`config.mk`:
```
export PLATFORM = sky130hd
export DESIGN_NAME = mnist_input_packer
export DESIGN_NICKNAME = d
export VERILOG_FILES = /design/src/rtl/mnist_input_packer_pkg.sv /design/src/rtl/mnist_input_packer_binarizer.sv /design/src/rtl/mnist_input_packer.sv
export SDC_FILE = /design/constraint.sdc
export NUM_CORES = 2
export LEC_CHECK = 0
export CAP_MARGIN = 20
export CORE_ASPECT_RATIO = 1.2
export CORE_MARGIN = 5
export CORE_UTILIZATION = 33
export DETAILED_ROUTE_END_ITERATION = 8
export PLACE_DENSITY = 0.6
export SYNTH_ARGS = -nofsm -noshare
export SYNTH_HDL_FRONTEND = slang
export SYNTH_SLANG_ARGS = --single-unit
```
`constraint.sdc`:
```
create_clock -name clock -period 5.49 [get_ports clock]
set_input_delay 1.098 -clock clock [delete_from_list [all_inputs] [get_ports clock]]
set_output_delay 1.098 -clock clock [all_outputs]
set_load 0.05 [all_outputs]
```
`src/rtl/mnist_input_packer_pkg.sv`:
```
// mnist_input_packer_pkg
// Shared definitions for the MNIST input packer:
//   - FSM state encoding (ST_FILL / ST_HOLD)
//   - dither LFSR tap mask and one-step advance helper
//   - default visible-layer size. Defining SPARSE selects the 64-unit build.
package mnist_input_packer_pkg;

  typedef enum logic {
    ST_FILL = 1'b0,
    ST_HOLD = 1'b1
  } state_t;

  // Galois form of x^16+x^14+x^13+x^11+1, shifting right
  localparam logic [15:0] LFSR_TAPS = 16'hB400;

`ifdef SPARSE
  localparam int unsigned DEFAULT_INPUT_DIM = 64;
`else
  localparam int unsigned DEFAULT_INPUT_DIM = 784;
`endif

  function automatic logic [15:0] lfsr_next(input logic [15:0] s);
    return (s >> 1) ^ (s[0] ? LFSR_TAPS : 16'h0000);
  endfunction

endpackage

```
`src/rtl/mnist_input_packer_binarizer.sv`:
```
// pixel_binarizer
// Turns one pixel into one visible-unit bit.
//   Default build: bin = (pixel >= THRESHOLD), purely combinational.
//   INPUT_DITHER_EN defined: bin = (pixel > lfsr[7:0]) using a 16-bit Galois
//   LFSR that steps once per 'advance' strobe (one per accepted pixel).
// Ports:
//   clock, reset   - rising-edge clock, synchronous active-high reset
//   pixel          - unsigned pixel value
//   advance        - step the LFSR after this compare (dither build only)
//   bin            - binarized bit
module pixel_binarizer
  import mnist_input_packer_pkg::*;
#(
  parameter int unsigned                PIXEL_BITS = 8,
  parameter logic [PIXEL_BITS-1:0]      THRESHOLD  = 8'd128,
  parameter logic [15:0]                LFSR_SEED  = 16'hACE1
) (
  input  logic                  clock,
  input  logic                  reset,
  input  logic [PIXEL_BITS-1:0] pixel,
  input  logic                  advance,
  output logic                  bin
);

`ifdef INPUT_DITHER_EN
  logic [15:0] lfsr;

  always_ff @(posedge clock) begin
    if (reset) begin
      lfsr <= LFSR_SEED;
    end else if (advance) begin
      lfsr <= lfsr_next(lfsr);
    end
  end

  // Compare uses the pre-advance value, so the first pixel sees the seed
  assign bin = pixel > PIXEL_BITS'(lfsr[7:0]);

  logic unused_cfg;
  assign unused_cfg = &{1'b0, THRESHOLD};
`else
  assign bin = pixel >= THRESHOLD;

  logic unused_cfg;
  assign unused_cfg = &{1'b0, clock, reset, advance, LFSR_SEED};
`endif

endmodule

```
`src/rtl/mnist_input_packer.sv`:
```
// mnist_input_packer
// Binarizes a raster pixel stream and packs it into the RBM visible vector.
// FILL accepts pixels (bit k of image_port = pixel k); after the last pixel
// the block sits in HOLD with data_valid high and image_port frozen until
// core_finish, then re-arms. A start-of-frame mid-fill realigns to index 0
// and pulses frame_err for one cycle.
// Optional: INPUT_DITHER_EN selects LFSR-dithered binarization.
// Ports:
//   clock, reset  - rising-edge clock, synchronous active-high reset
//   pixel_in/pixel_valid/pixel_sof/pixel_ready - pixel stream handshake
//   core_finish   - RBM core done with the held image
//   image_port    - packed binary image
//   data_valid    - image complete and stable (HOLD)
//   frame_err     - one-cycle pulse on frame misalignment
module mnist_input_packer
  import mnist_input_packer_pkg::*;
#(
  parameter int unsigned           INPUT_DIM  = DEFAULT_INPUT_DIM,
  parameter int unsigned           PIXEL_BITS = 8,
  parameter logic [PIXEL_BITS-1:0] THRESHOLD  = 8'd128,
  parameter logic [15:0]           LFSR_SEED  = 16'hACE1
) (
  input  logic                  clock,
  input  logic                  reset,
  input  logic [PIXEL_BITS-1:0] pixel_in,
  input  logic                  pixel_valid,
  input  logic                  pixel_sof,
  output logic                  pixel_ready,
  input  logic                  core_finish,
  output logic [INPUT_DIM-1:0]  image_port,
  output logic                  data_valid,
  output logic                  frame_err
);

  localparam int unsigned      CNT_W    = (INPUT_DIM > 1) ? $clog2(INPUT_DIM) : 1;
  localparam logic [CNT_W-1:0] LAST_IDX = CNT_W'(INPUT_DIM - 1);

  state_t           state, state_next;
  logic [CNT_W-1:0] count;
  logic [CNT_W-1:0] idx;
  logic             accept;
  logic             last;
  logic             pix_bit;

  // Both handshake outputs decode the state register directly
  assign pixel_ready = (state == ST_FILL);
  assign data_valid  = (state == ST_HOLD);

  assign accept = pixel_valid && pixel_ready;
  assign idx    = pixel_sof ? '0 : count;
  assign last   = !pixel_sof && (count == LAST_IDX);

  pixel_binarizer #(
    .PIXEL_BITS (PIXEL_BITS),
    .THRESHOLD  (THRESHOLD),
    .LFSR_SEED  (LFSR_SEED)
  ) u_binarizer (
    .clock   (clock),
    .reset   (reset),
    .pixel   (pixel_in),
    .advance (accept),
    .bin     (pix_bit)
  );

  always_ff @(posedge clock) begin
    if (reset) begin
      state <= ST_FILL;
    end else begin
      state <= state_next;
    end
  end

  always_comb begin
    state_next = state;
    case (state)
      ST_FILL: if (accept && last) state_next = ST_HOLD;
      ST_HOLD: if (core_finish)    state_next = ST_FILL;
      default: state_next = ST_FILL;
    endcase
  end

  always_ff @(posedge clock) begin
    if (reset) begin
      count      <= '0;
      image_port <= '0;
      frame_err  <= 1'b0;
    end else begin
      frame_err <= accept && pixel_sof && (count != '0);
      if (accept) begin
        image_port[idx] <= pix_bit;
        if (last) begin
          count <= '0;
        end else if (pixel_sof) begin
          count <= CNT_W'(1);
        end else begin
          count <= count + 1'b1;
        end
      end
    end
  end

endmodule

```
==> results.md <==
* Die Ht at 347 um
* Shortest period the worst path allows at 3.38 ns
* Largest net degree at the start of global routing at 180
* Root Buffer: clkbuf_16
* Met3 Wirelength at 17,800 um
* Setup repair bufs after CTS at 0
* Slew Viols, Final at 0
* DIE AREA at 101,000 um^2
* H-tree levels at 3
* Crit path arrival time at 3.93 ns
* PwrDens at 279 nW/um^2
* 1st-pass router iterations at 6
* WL final at 156,000 um
* Worst Path Max Fanout at 14
* Initial antenna violation count at 3
* Relative max-transition margin at 21.6%
* DR vias/cell at 5.83
* Area Growth Syn to Fin at 36.3%
* Deepest clock path buffer count at 3
* Total congestion overflow at 0
* Finished Layout Cells at 5,668
* Unrepaired setup endpoints after global routing: no
* Top FF cell, synth: dfxtp_1
* Synth warnings at 0
* Worst-Skew Late Latency at 0.65 ns
* CP endpoint kind: flop
* Total chip power at 0.0119 W
* Post-Synthesis Net Count at 3,886
* Rows at 123
* Sequential-to-total area share from yosys stat at 50.9%
* Buffers added on ports at 792
* Psw at 0.00275 W
* Skew final at 0.0221 ns
* DRT antenna net count at 0
* Cts repair resizes at 0
* Clk slew on worst S/H paths at 0.06 ns
* Share of cells above drive strength 1 at 7.05%
* Most frequent cells in the layout: dfxtp_1 (796), nand3_1 (791), clkdlybuf4s50_1 (789)
* Setup CP Type: input pin to flop
* CTS tree: built
* Avg WL per Cell at 27.5 um
* Status: finished, final reports clean
* CP max-delay cell: nor4_4
* Post-Syn Instances at 3,871
* Vias in the first global route at 30,400
* TNS Setup at 0 ns
* Mapped cell area at 31,300 um^2
* Ys async rst share at 0%
* Core area at 93,900 um^2
* Logic pwr share at 2.4%
* Initial Utilization at 33.3%
* Hold Crit Class: flop to flop
* # DRC at 0
* Final setup viols at 0
* Period utilisation layout at 61.5%
* Detailed placement HPWL at 97,500 um
* Crit start category: input pin
* First-pass GRT wire length at 221,000 um
* Gpl congestion at 0.842
* Worst slew pin tran at 1.18 ns
* Num CTS Buffers at 84
* CP required at 6.04 ns
* Placed cells at 5,514
* DR iter-0 viols at 3,884
* Int Power at 0.00915 W
* Sw Share at 23.1%
* Crit-path cells: clkdlybuf4s50_1 > or4b_4 > nor4_4 > buf_4 > nand3_1 > a21oi_1
* M1 wire length at 62,000 um
* Clock power frac at 49.1%
* Max VDD drop at 0.312 mV
* Share of power burned in registers at 48.6%
* Hold buffer count at cts at 0
* Count of different cell masters after synthesis at 48
* Post-synth EDFFs at 0
* Final hold vios at 0
* Yosys reg bits at 796
* Met2 wire length at 69,400 um
* Vias at 33,000
* Max-Cap Viols at 0
* DIE WIDTH at 291 um
* Pleak at 13.2 nW
* FMAX at 0.296 GHz
* CTS sink cnt at 796
* Number of I/O pins at 800
* Nets at 4,365
* Most common cell after layout, fill and taps aside: dfxtp_1
* Largest stage delay, worst path at 0.80 ns
* Fillers at 9,141
* Syn avg cell area at 8.08 um^2
* Total Routing Usage GR at 28.6%
* Top layer in use: met4
[layer usage]
metal | vias up | GRT usage (%)
li1 | 14700 | -
met1 | 16200 | 37.1
met2 | 1875 | 44.6
met5 | - | 0
met4 | 0 | 11.1
met3 | 309 | 9.09
[synthesized netlist by cell type (all sizes together) (9+ instances only)]
| master | count | area (um^2) |
|---|---|---|
| nor4 | 9 | 105 |
| a21oi | 762 | 3810 |
| clkbuf | 392 | 1470 |
| nand2 | 52 | 195 |
| o21ai | 764 | 3820 |
| and2 | 42 | 263 |
| nand2b | 30 | 188 |
| dfxtp | 796 | 15900 |
| nand3 | 792 | 3960 |
| mux2i | 25 | 250 |
| buf | 126 | 627 |
[critical path, delay by kind of cell]
family,cells,cell delay (ns)
AO/OA/AOI/OAI,1,0.16
buffers and inverters,2,1.15
AND/OR/NAND/NOR,3,1.50
[power groups by stage]
stage	clock (W)	combinational [W]	sequential (W)
floorplan	0	0.000191	0.00591
finish	0.00584	0.000282	0.00578
global placement	0	0.000276	0.00591
global route	0.00614	0.000294	0.00578
detailed placement	0	0.000275	0.00591
CTS	0.00590	0.000275	0.00578
[layout make-up]
class | instances | area (um^2) | area share, %
Clock inverter | 29 | 360 | 0.845
Inverter | 3 | 11.3 | 0.0264
Antenna cell | 6 | 15.0 | 0.0352
Clock buffer | 119 | 2420 | 5.69
Timing Repair Buffer | 911 | 8930 | 20.9
Sequential cell | 796 | 15900 | 37.4
Tap cell | 1250 | 1560 | 3.67
Multi-Input combinational cell | 2554 | 13400 | 31.4
[state kept, by name, indices dropped and copies added, names as in the netlist]
register	cells
image_port	784
count	10
data_valid	1
frame_err	1
[metrics by stage]
stage	hold WS [ns]	utilization, %	instance area [um^2]	worst slack [ns]
final	0.473	45.4	42600	2.11
after CTS	0.474	45.4	42600	2.12
after detailed placement	0.465	42.4	39800	1.49
after global routing	0.488	45.4	42600	1.94
after floorplan	0.569	-	31300	2.81
after global placement	0.459	42.4	39800	1.54
[cell families after synthesis]
logic type	count (synthesis)	share of synthesized area, %
AOI/OAI and AO/OA	1539	24.7
and+or+nand+nor	983	16.6
DFF	796	50.9
buffers and inverters	521	6.74
muxes	25	0.800
xor gates and xnor gates	5	0.140
adders and majority gates	2	0.0800
[worst paths after layout]
check / cells after the start / endpoint / start / slack, ns
max: 6 / image_port[161] / pixel_valid / 2.11
min: 2 / image_port[646] / image_port[646] / 0.47
max reg2reg: 5 / image_port[359] / count[8] / 2.36
min reg2reg: 2 / image_port[646] / image_port[646] / 0.47
Power figures use the tool's default switching activity.
